<file path="src/rtl/demux_latched_pkg.sv">
// -----------------------------------------------------------------------------
// demux_pkg
// Shared definitions for the 31-channel demux and its companion 31-input mux.
// Both sides use this package so that their select-code maps stay identical.
//   N_CH         : number of channels (31)
//   SEL_W        : select code width (5)
//   SEL_RESERVED : code that addresses no channel
//   SEL_CH30     : code that addresses channel 30
//   sel_to_ch()  : decodes a select code into {valid, channel index}
// -----------------------------------------------------------------------------
package demux_pkg;

  localparam int N_CH  = 31;
  localparam int SEL_W = 5;

  localparam logic [SEL_W-1:0] SEL_RESERVED = 5'b11110;
  localparam logic [SEL_W-1:0] SEL_CH30     = 5'b11111;

  typedef struct packed {
    logic             valid;
    logic [SEL_W-1:0] ch;
  } ch_dec_t;

  // Codes 0..29 map straight through, 31 maps to channel 30.
  // Code 30 is reserved and reported as invalid.
  function automatic ch_dec_t sel_to_ch(input logic [SEL_W-1:0] sel);
    ch_dec_t r;
    case (sel)
      SEL_RESERVED: begin
        r.valid = 1'b0;
        r.ch    = 5'd0;
      end
      SEL_CH30: begin
        r.valid = 1'b1;
        r.ch    = 5'd30;
      end
      default: begin
        r.valid = 1'b1;
        r.ch    = sel;
      end
    endcase
    return r;
  endfunction

endpackage

</file>
<file path="src/rtl/demux_latched_if.sv">
// -----------------------------------------------------------------------------
// demux_latched_if
// Write-side bus of the latched demux.
//   sel      : channel select code
//   inp      : write data (DW bits)
//   in_valid : write strobe, sel/inp sampled when high
//   commit   : shadow-to-output transfer strobe
// master drives the bus, slave (the demux) receives it.
// -----------------------------------------------------------------------------
interface demux_latched_if #(
  parameter int DW = 2
);
  import demux_pkg::*;

  logic [SEL_W-1:0] sel;
  logic [DW-1:0]    inp;
  logic             in_valid;
  logic             commit;

  modport master (
    output sel,
    output inp,
    output in_valid,
    output commit
  );

  modport slave (
    input sel,
    input inp,
    input in_valid,
    input commit
  );

endinterface

</file>
<file path="src/rtl/demux_latched_chan_reg.sv">
// -----------------------------------------------------------------------------
// demux_chan_reg
// One demux channel: shadow register, committed output register, dirty bit.
//   clk, rst : clock, synchronous active-high reset
//   we       : write this channel's shadow with wdata
//   wdata    : write data
//   commit   : copy shadow into the output register, clear dirty
//   qout     : committed value (registered)
//   dirty    : channel written since last commit (registered)
// -----------------------------------------------------------------------------
module demux_chan_reg #(
  parameter int DW = 2
) (
  input  logic          clk,
  input  logic          rst,
  input  logic          we,
  input  logic [DW-1:0] wdata,
  input  logic          commit,
  output logic [DW-1:0] qout,
  output logic          dirty
);

  logic [DW-1:0] shadow_q, shadow_d;
  logic [DW-1:0] out_q,    out_d;
  logic          dirty_q,  dirty_d;

  // Next-state: a write in the commit cycle reaches the output through shadow_d.
  always_comb begin
    shadow_d = shadow_q;
    out_d    = out_q;
    dirty_d  = dirty_q;

    if (we) begin
      shadow_d = wdata;
    end else begin
      shadow_d = shadow_q;
    end

    if (commit) begin
      out_d   = shadow_d;
      dirty_d = 1'b0;
    end else if (we) begin
      out_d   = out_q;
      dirty_d = 1'b1;
    end else begin
      out_d   = out_q;
      dirty_d = dirty_q;
    end
  end

  // Channel state registers.
  always_ff @(posedge clk) begin
    if (rst) begin
      shadow_q <= {DW{1'b0}};
      out_q    <= {DW{1'b0}};
      dirty_q  <= 1'b0;
    end else begin
      shadow_q <= shadow_d;
      out_q    <= out_d;
      dirty_q  <= dirty_d;
    end
  end

  assign qout  = out_q;
  assign dirty = dirty_q;

endmodule

</file>
<file path="src/rtl/demux_latched.sv">
// -----------------------------------------------------------------------------
// demux_latched
// Addressed 1-to-31 demultiplexer with double-buffered outputs. Writes land in
// per-channel shadow registers; a commit moves all shadows to the outputs on
// one edge. Uses the same select-code map as the 31-input mux.
//   clk, rst     : clock, synchronous active-high reset
//   bus          : write bus (sel, inp, in_valid, commit), slave side
//   out0..out30  : committed channel values
//   dirty        : per-channel "written since last commit"
//   committed    : one-cycle pulse the cycle after a commit
//   err          : sticky, set by a write to the reserved code
// All outputs come straight from registers.
// -----------------------------------------------------------------------------
module demux_latched
  import demux_pkg::*;
#(
  parameter int DW = 2
) (
  input  logic                 clk,
  input  logic                 rst,
  demux_latched_if.slave       bus,
  output logic [DW-1:0]        out0,
  output logic [DW-1:0]        out1,
  output logic [DW-1:0]        out2,
  output logic [DW-1:0]        out3,
  output logic [DW-1:0]        out4,
  output logic [DW-1:0]        out5,
  output logic [DW-1:0]        out6,
  output logic [DW-1:0]        out7,
  output logic [DW-1:0]        out8,
  output logic [DW-1:0]        out9,
  output logic [DW-1:0]        out10,
  output logic [DW-1:0]        out11,
  output logic [DW-1:0]        out12,
  output logic [DW-1:0]        out13,
  output logic [DW-1:0]        out14,
  output logic [DW-1:0]        out15,
  output logic [DW-1:0]        out16,
  output logic [DW-1:0]        out17,
  output logic [DW-1:0]        out18,
  output logic [DW-1:0]        out19,
  output logic [DW-1:0]        out20,
  output logic [DW-1:0]        out21,
  output logic [DW-1:0]        out22,
  output logic [DW-1:0]        out23,
  output logic [DW-1:0]        out24,
  output logic [DW-1:0]        out25,
  output logic [DW-1:0]        out26,
  output logic [DW-1:0]        out27,
  output logic [DW-1:0]        out28,
  output logic [DW-1:0]        out29,
  output logic [DW-1:0]        out30,
  output logic [N_CH-1:0]      dirty,
  output logic                 committed,
  output logic                 err
);

  ch_dec_t          dec_s;
  logic [N_CH-1:0]  we_s;
  logic [N_CH-1:0]  dirty_s;
  logic [DW-1:0]    chan_out_s [N_CH];
  logic             err_q, err_d;
  logic             committed_q;

  // Decode the select code once for all channels.
  always_comb begin
    dec_s = sel_to_ch(bus.sel);
  end

  // One-hot write enable; the reserved code enables no channel.
  always_comb begin
    we_s = {N_CH{1'b0}};
    for (int i = 0; i < N_CH; i++) begin
      if (bus.in_valid && dec_s.valid && (dec_s.ch == 5'(i))) begin
        we_s[i] = 1'b1;
      end else begin
        we_s[i] = 1'b0;
      end
    end
  end

  // Error flag next-state: only reset clears it.
  always_comb begin
    if (bus.in_valid && !dec_s.valid) begin
      err_d = 1'b1;
    end else begin
      err_d = err_q;
    end
  end

  // Sticky error flag and the commit acknowledge pulse.
  always_ff @(posedge clk) begin
    if (rst) begin
      err_q       <= 1'b0;
      committed_q <= 1'b0;
    end else begin
      err_q       <= err_d;
      committed_q <= bus.commit;
    end
  end

  for (genvar i = 0; i < N_CH; i++) begin : g_ch
    demux_chan_reg #(.DW(DW)) u_chan (
      .clk    (clk),
      .rst    (rst),
      .we     (we_s[i]),
      .wdata  (bus.inp),
      .commit (bus.commit),
      .qout   (chan_out_s[i]),
      .dirty  (dirty_s[i])
    );
  end

  assign dirty     = dirty_s;
  assign committed = committed_q;
  assign err       = err_q;

  assign out0  = chan_out_s[0];
  assign out1  = chan_out_s[1];
  assign out2  = chan_out_s[2];
  assign out3  = chan_out_s[3];
  assign out4  = chan_out_s[4];
  assign out5  = chan_out_s[5];
  assign out6  = chan_out_s[6];
  assign out7  = chan_out_s[7];
  assign out8  = chan_out_s[8];
  assign out9  = chan_out_s[9];
  assign out10 = chan_out_s[10];
  assign out11 = chan_out_s[11];
  assign out12 = chan_out_s[12];
  assign out13 = chan_out_s[13];
  assign out14 = chan_out_s[14];
  assign out15 = chan_out_s[15];
  assign out16 = chan_out_s[16];
  assign out17 = chan_out_s[17];
  assign out18 = chan_out_s[18];
  assign out19 = chan_out_s[19];
  assign out20 = chan_out_s[20];
  assign out21 = chan_out_s[21];
  assign out22 = chan_out_s[22];
  assign out23 = chan_out_s[23];
  assign out24 = chan_out_s[24];
  assign out25 = chan_out_s[25];
  assign out26 = chan_out_s[26];
  assign out27 = chan_out_s[27];
  assign out28 = chan_out_s[28];
  assign out29 = chan_out_s[29];
  assign out30 = chan_out_s[30];

endmodule

</file>
<file path="src/flat_wrapper.sv">
// flat-port wrapper written by rule: the top's interface ports become plain ports
module demux_latched_flat import demux_pkg::*;
#(
  parameter int DW = 2
)
  (clk, rst, out0, out1, out2, out3, out4, out5, out6, out7, out8, out9, out10, out11, out12, out13, out14, out15, out16, out17, out18, out19, out20, out21, out22, out23, out24, out25, out26, out27, out28, out29, out30, dirty, committed, err, bus_sel, bus_inp, bus_in_valid, bus_commit);
  demux_latched_if #(.DW(DW)) bus_i ();
  input  logic clk;
  input  logic rst;
  output logic [DW-1:0] out0;
  output logic [DW-1:0] out1;
  output logic [DW-1:0] out2;
  output logic [DW-1:0] out3;
  output logic [DW-1:0] out4;
  output logic [DW-1:0] out5;
  output logic [DW-1:0] out6;
  output logic [DW-1:0] out7;
  output logic [DW-1:0] out8;
  output logic [DW-1:0] out9;
  output logic [DW-1:0] out10;
  output logic [DW-1:0] out11;
  output logic [DW-1:0] out12;
  output logic [DW-1:0] out13;
  output logic [DW-1:0] out14;
  output logic [DW-1:0] out15;
  output logic [DW-1:0] out16;
  output logic [DW-1:0] out17;
  output logic [DW-1:0] out18;
  output logic [DW-1:0] out19;
  output logic [DW-1:0] out20;
  output logic [DW-1:0] out21;
  output logic [DW-1:0] out22;
  output logic [DW-1:0] out23;
  output logic [DW-1:0] out24;
  output logic [DW-1:0] out25;
  output logic [DW-1:0] out26;
  output logic [DW-1:0] out27;
  output logic [DW-1:0] out28;
  output logic [DW-1:0] out29;
  output logic [DW-1:0] out30;
  output logic [N_CH-1:0] dirty;
  output logic committed;
  output logic err;
  input wire logic [$bits(bus_i.sel)-1:0] bus_sel;
  input wire logic [$bits(bus_i.inp)-1:0] bus_inp;
  input wire logic [$bits(bus_i.in_valid)-1:0] bus_in_valid;
  input wire logic [$bits(bus_i.commit)-1:0] bus_commit;
  assign bus_i.sel = bus_sel;
  assign bus_i.inp = bus_inp;
  assign bus_i.in_valid = bus_in_valid;
  assign bus_i.commit = bus_commit;
  demux_latched #(.DW(DW)) u_core (.clk(clk), .rst(rst), .bus(bus_i), .out0(out0), .out1(out1), .out2(out2), .out3(out3), .out4(out4), .out5(out5), .out6(out6), .out7(out7), .out8(out8), .out9(out9), .out10(out10), .out11(out11), .out12(out12), .out13(out13), .out14(out14), .out15(out15), .out16(out16), .out17(out17), .out18(out18), .out19(out19), .out20(out20), .out21(out21), .out22(out22), .out23(out23), .out24(out24), .out25(out25), .out26(out26), .out27(out27), .out28(out28), .out29(out29), .out30(out30), .dirty(dirty), .committed(committed), .err(err));
endmodule
</file>
<file path="config.mk">
export PLATFORM = sky130hd
export DESIGN_NAME = demux_latched_flat
export DESIGN_NICKNAME = d
export VERILOG_FILES = /design/src/rtl/demux_latched_pkg.sv /design/src/rtl/demux_latched_if.sv /design/src/rtl/demux_latched_chan_reg.sv /design/src/rtl/demux_latched.sv /design/src/flat_wrapper.sv
export SDC_FILE = /design/constraint.sdc
export NUM_CORES = 1
export LEC_CHECK = 0
export BUFFER_PORTS_ARGS = -buffer_cell sky130_fd_sc_hd__buf_2
export CAP_MARGIN = 25
export CELL_PAD_IN_SITES_DETAIL_PLACEMENT = 2
export CELL_PAD_IN_SITES_GLOBAL_PLACEMENT = 2
export CORE_ASPECT_RATIO = 0.9
export CORE_MARGIN = 3
export CORE_UTILIZATION = 36
export CTS_CLUSTER_DIAMETER = 30
export CTS_CLUSTER_SIZE = 14
export DETAILED_ROUTE_END_ITERATION = 8
export GPL_TIMING_DRIVEN = 0
export HOLD_SLACK_MARGIN = 0.12
export PLACE_DENSITY_LB_ADDON = 0.1
export SETUP_SLACK_MARGIN = 0.02
export SLEW_MARGIN = 20
export SYNTH_ARGS = -nofsm -noshare
export SYNTH_HDL_FRONTEND = slang
export SYNTH_HIERARCHICAL = 1
export SYNTH_SLANG_ARGS = --single-unit
</file>
<file path="constraint.sdc">
create_clock -name clk -period 2.6 [get_ports clk]
set_input_delay 0.52 -clock clk [delete_from_list [all_inputs] [get_ports clk]]
set_output_delay 0.52 -clock clk [all_outputs]
set_load 0.005 [all_outputs]
</file>
# Word-level counts from Yosys, hierarchy flattened
# Index checks and enable logic that the tools add are counted.
# totals
reg_bits	157
input_bits	11
# classes
n_eq_ne	32
muxes	63
reduce_logical	36
# op_table
operator	n
== test 5 bit, second input constant	17
2-to-1 mux 2 bit	31
== test 5 x 4 -> 1 bit, second input constant	8
logical AND 1 bit	33
2-to-1 mux 1 bit	31
== test 5 x 3 -> 1 bit, second input constant	4
one-hot mux 6 bit (2 select lines)	1
== test 5 x 2 -> 1 bit, second input constant	2
== test 5 x 1 -> 1 bit, second input constant	1
zero test 5 bit	1
OR reduction 2 bit	1
zero test 1 bit	1

# Depth between registers and ports, before layout
# depth
ltp_word	6
ltp_mapped	5

# Cells and area by module
# The synthesis kept the hierarchy.
# by_module_without_submodules
module	instances	cells_each	area_each_um2	seq_area_each_um2
demux_chan_reg	31	15	158.9	100.1
demux_latched	1	54	330.3	40.0

# Worst setup path before layout
# Ideal clock, no wire load.
# synth_timing
kind	input to register
startpoint	input port bus_sel[3]
endpoint	register u_core.g_ch[0].u_chan.out_q[0]
setup_time_ns	0.125
arrival_ns	1.709
path_slack_ns	0.766
stages	5
path_cell_list	buf_2 -> or4b_4 -> nor3_2 -> mux2i_1 -> a211oi_1
# synth_via
elab_chain_len	6
elab_cells_between_ends	8
# synth_rtl
element	line_no	rtl
from (decl)	flat_wrapper.sv:44	input wire logic [$bits(bus_i.sel)-1:0] bus_sel;
== test 5 bit	demux_latched_pkg.sv:28	case (sel)
one-hot mux 6 bit (2 select lines) *	demux_latched_pkg.sv:28	
zero test 5 bit or logical AND 1 bit (tied branches)	demux_latched.sv:74	if (bus.in_valid && dec_s.valid && (dec_s.ch == 5'(i))) begin
logical AND 1 bit *	demux_latched.sv:74	
2-to-1 mux 1 bit *	demux_latched.sv:74	
named net u_core.we_s[0]	demux_latched.sv:59	logic [N_CH-1:0] we_s;
2-to-1 mux 2 bit *	demux_latched_chan_reg.sv:33	if (we) begin
to (signal assigned)	demux_latched_chan_reg.sv:55	out_q <= {DW{1'b0}};
to (signal assigned)	demux_latched_chan_reg.sv:59	out_q <= out_d;
to (decl)	demux_latched_chan_reg.sv:24	logic [DW-1:0] out_q, out_d;
# The timed path passes the listed nets; every way through them passes the cells marked *.
# A chain may end at the register's enable or synchronous reset.

# Worst setup path after layout
# layout_timing
startpoint	input port bus_sel[0]
endpoint	register u_core.g_ch[18].u_chan.out_q[1]
# layout_via
elab_chain_len	6
elab_cells_between_ends	8
# layout_rtl
element	line_no
== test 5 bit	demux_latched_pkg.sv:28
one-hot mux 6 bit (2 select lines) *	demux_latched_pkg.sv:28
== test 5 bit or logical AND 1 bit (tied branches)	demux_latched.sv:74
logical AND 1 bit *	demux_latched.sv:74
2-to-1 mux 1 bit *	demux_latched.sv:74
named net u_core.we_s[18]	demux_latched.sv:59
2-to-1 mux 2 bit *	demux_latched_chan_reg.sv:33
to (signal assigned)	demux_latched_chan_reg.sv:55
to (signal assigned)	demux_latched_chan_reg.sv:59
to (decl)	demux_latched_chan_reg.sv:24
# Marks and branches as above.

==> results.cfg <==
[clock_network]
hold_buffers = 0
htreeDepth = 4
clock_latency_ns = 0.42
numCtsBuffers = 17
clock_path_buffers = 2
clock-sinks = 157
clk_pin_slew_ns = 0.06
cts_tree = built
cts_setup_buffers = 0
cts-resized-gates = 0
cts_root_buf = clkbuf_16

[worst_setup_path]
max_stage_delay_ns = 0.57
path_cells = buf_2 > buf_2 > nand4b_1 > nor3_1 > mux2i_1 > a211oi_1
cp.required_ns = 2.87
cp_top_family = simple AND/OR/NAND/NOR gates
crit_path_frequent_cell = buf_2
crit_fanout = 10
critPathSlowestCell = nor3_1
setup.worst_path.start = bus_sel[0]
path_buf_inv = 2
cp-start-kind = input pin
critPathKind = input pin to flip-flop
rr_startpoint = u_core/g_ch[8].u_chan/shadow_q[1]$_SDFF_PP0_
cp_data_arrival_time_ns = 2.14
end_kind = flip-flop

[yosys]
synth_nets = 530
ys_seq_area_frac = 0.598
netlist_area_um2 = 5260
synth_area_per_cell_um2 = 10.1
synth_seq_cells = 157
netlist_instances = 519
synth.distinct_cells = 16
yosys_warnings = 6

[grt]
grt.total_usage = 0.194
antenna_found_initial = 0
gr-total-overflow = 0
grt_max_degree = 90
grt_pass1_vias = 4579
grt_pass1_wl_mm = 24.5

[placed_design]
dp_hpwl_mm = 9.43
io_buffers = 105
routabilityCongestion = 0.695
dpl_worst_slack_ns = 0.331

[finish]
layout_commonest_cell = nor2_1
area_growth_pct = 28.6
final_nets = 656
regArea_um2 = 3140
final_cell_mix = nor2_1, dfxtp_1, buf_2
postLayoutCoreUtil = 0.477
fillCellCount = 1533
drive_above_1_share = 0.216
diodes = 0
multi_input_area_um2 = 2090

[timing]
min_period_ns = 1.86
relSlewSlack = 0.491
rsz0062_at_grt = no
fin_setup_tns_ns = 0
maxSlewViolCount = 0
setup_violations = 0
fin_crit_sh = 0.716
final_hold_viol_count = 0
worstMarginPinSlew_ns = 0.764
worst_slack_ns = 0.737
fmax_mhz = 537
finalClockSkew_ns = 0.00463

[power]
p_sw_uw = 1170
peakVddDrop_uv = 443
power_uw = 5550
power_density_nw_per_um2 = 821
p_clk_frac = 0.496
leakage_uw = 0.00268
p_seq_frac = 0.449
intPower_uw = 4390
p_comb_frac = 0.054
swShare = 0.210

[floorplan]
die-area_um2 = 16100
rows = 41
ios = 106
die_h_um = 121
initial_utilization = 0.371
die_x_um = 133
core_area_um2 = 14200

[route]
drt_first_pass_iters = 4
ant_nets = 0
wire_per_inst_um = 17.7
viasPerCell = 5.04
drt_first_iter_violations = 176
wl_mm = 15.1
drc = 0
num_vias = 4286

[run_status]
run_status = complete, no violations

[hold_path]
hp-class = flip-flop to flip-flop
min-delay-start = u_core/err$_SDFFE_PP0P_

[flow_run]
maxCapViolations = 0
## kinds of logic after synthesis
kind of cell | after synthesis | synth area share
AO/OA/AOI/OAI | 63 | 0.0900
buffers and inverters | 4 | 0.00500
flip-flops | 157 | 0.598
multiplexers | 62 | 0.118
AND/OR/NAND/NOR | 233 | 0.189
## per-stage QoR
stage          cells  hold slack [ns]  cell area, um^2
6_report         851            0.464             6760
2_1_floorplan    519            0.456             5260
5_1_grt          851            0.495             6760
4_1_cts          851            0.474             6760
3_3_place_gp     817            0.447             6020
3_5_place_dp     819            0.458             6090
## layout make-up
type / count / area share
flip-flops and latches: 157 / 0.465
repair buffers: 107 / 0.0878
multi-input cells: 358 / 0.309
clock inverters: 4 / 0.0178
clock buffers: 28 / 0.0809
well taps: 193 / 0.0357
plain buffers: 4 / 0.00389
## synthesized netlist by cell type, drive strengths merged
library cell,instances,area [um^2]
nor2,178,668
nor2b,1,6.26
nand4b,3,26.3
nand4bb,3,33.8
nand2b,5,31.3
nand4,1,6.26
o31ai,1,7.51
nand2,2,7.51
a211oi,62,465
nor3,39,200
or4b,1,13.8
buf,4,26.3
dfxtp,157,3140
mux2i,62,621
## worst paths after layout
| kind | to | slack [ns] | cells past startpoint |
|---|---|---|---|
| max | u_core/g_ch[18].u_chan/qout[1]$_SDFFE_PP0P_ | 0.74 | 6 |
| max reg2reg | u_core/g_ch[8].u_chan/qout[1]$_SDFFE_PP0P_ | 1.77 | 2 |
| min reg2reg | u_core/err$_SDFFE_PP0P_ | 0.46 | 2 |
| min | u_core/err$_SDFFE_PP0P_ | 0.46 | 2 |
## sequential cells by signal, summed over array words and instances, names as in the netlist
name	flops
u_core/g_ch.u_chan/shadow_q	62
u_core/committed	1
u_core/g_ch.u_chan/dirty	31
u_core/err	1
u_core/g_ch.u_chan/qout	62
## tightest hold or removal path, delay by kind of cell, from the launching register on
| kind | cells | cell delay [ns] |
|---|---|---|
| flip-flops | 1 | 0.33 |
| AO/OA/AOI/OAI | 1 | 0.05 |
| AND/OR/NAND/NOR | 1 | 0.06 |
## power by group through the flow
| stage | combinational, uW | sequential (uW) | clock, uW |
|---|---|---|---|
| finish | 301 | 2490 | 2760 |
| global route | 337 | 2500 | 2930 |
| CTS | 308 | 2500 | 2820 |
| detailed placement | 303 | 2550 | 0 |
| global placement | 285 | 2540 | 0 |
| floorplan | 103 | 2550 | 0 |
## per-layer routing
metal,global-route usage,part of all wire
met1,0.239,0.46
met2,0.325,0.48
met3,0.0470,0.038
met4,0.0823,0.017
met5,0,0
No activity file was read; power rests on OpenSTA's default activity.
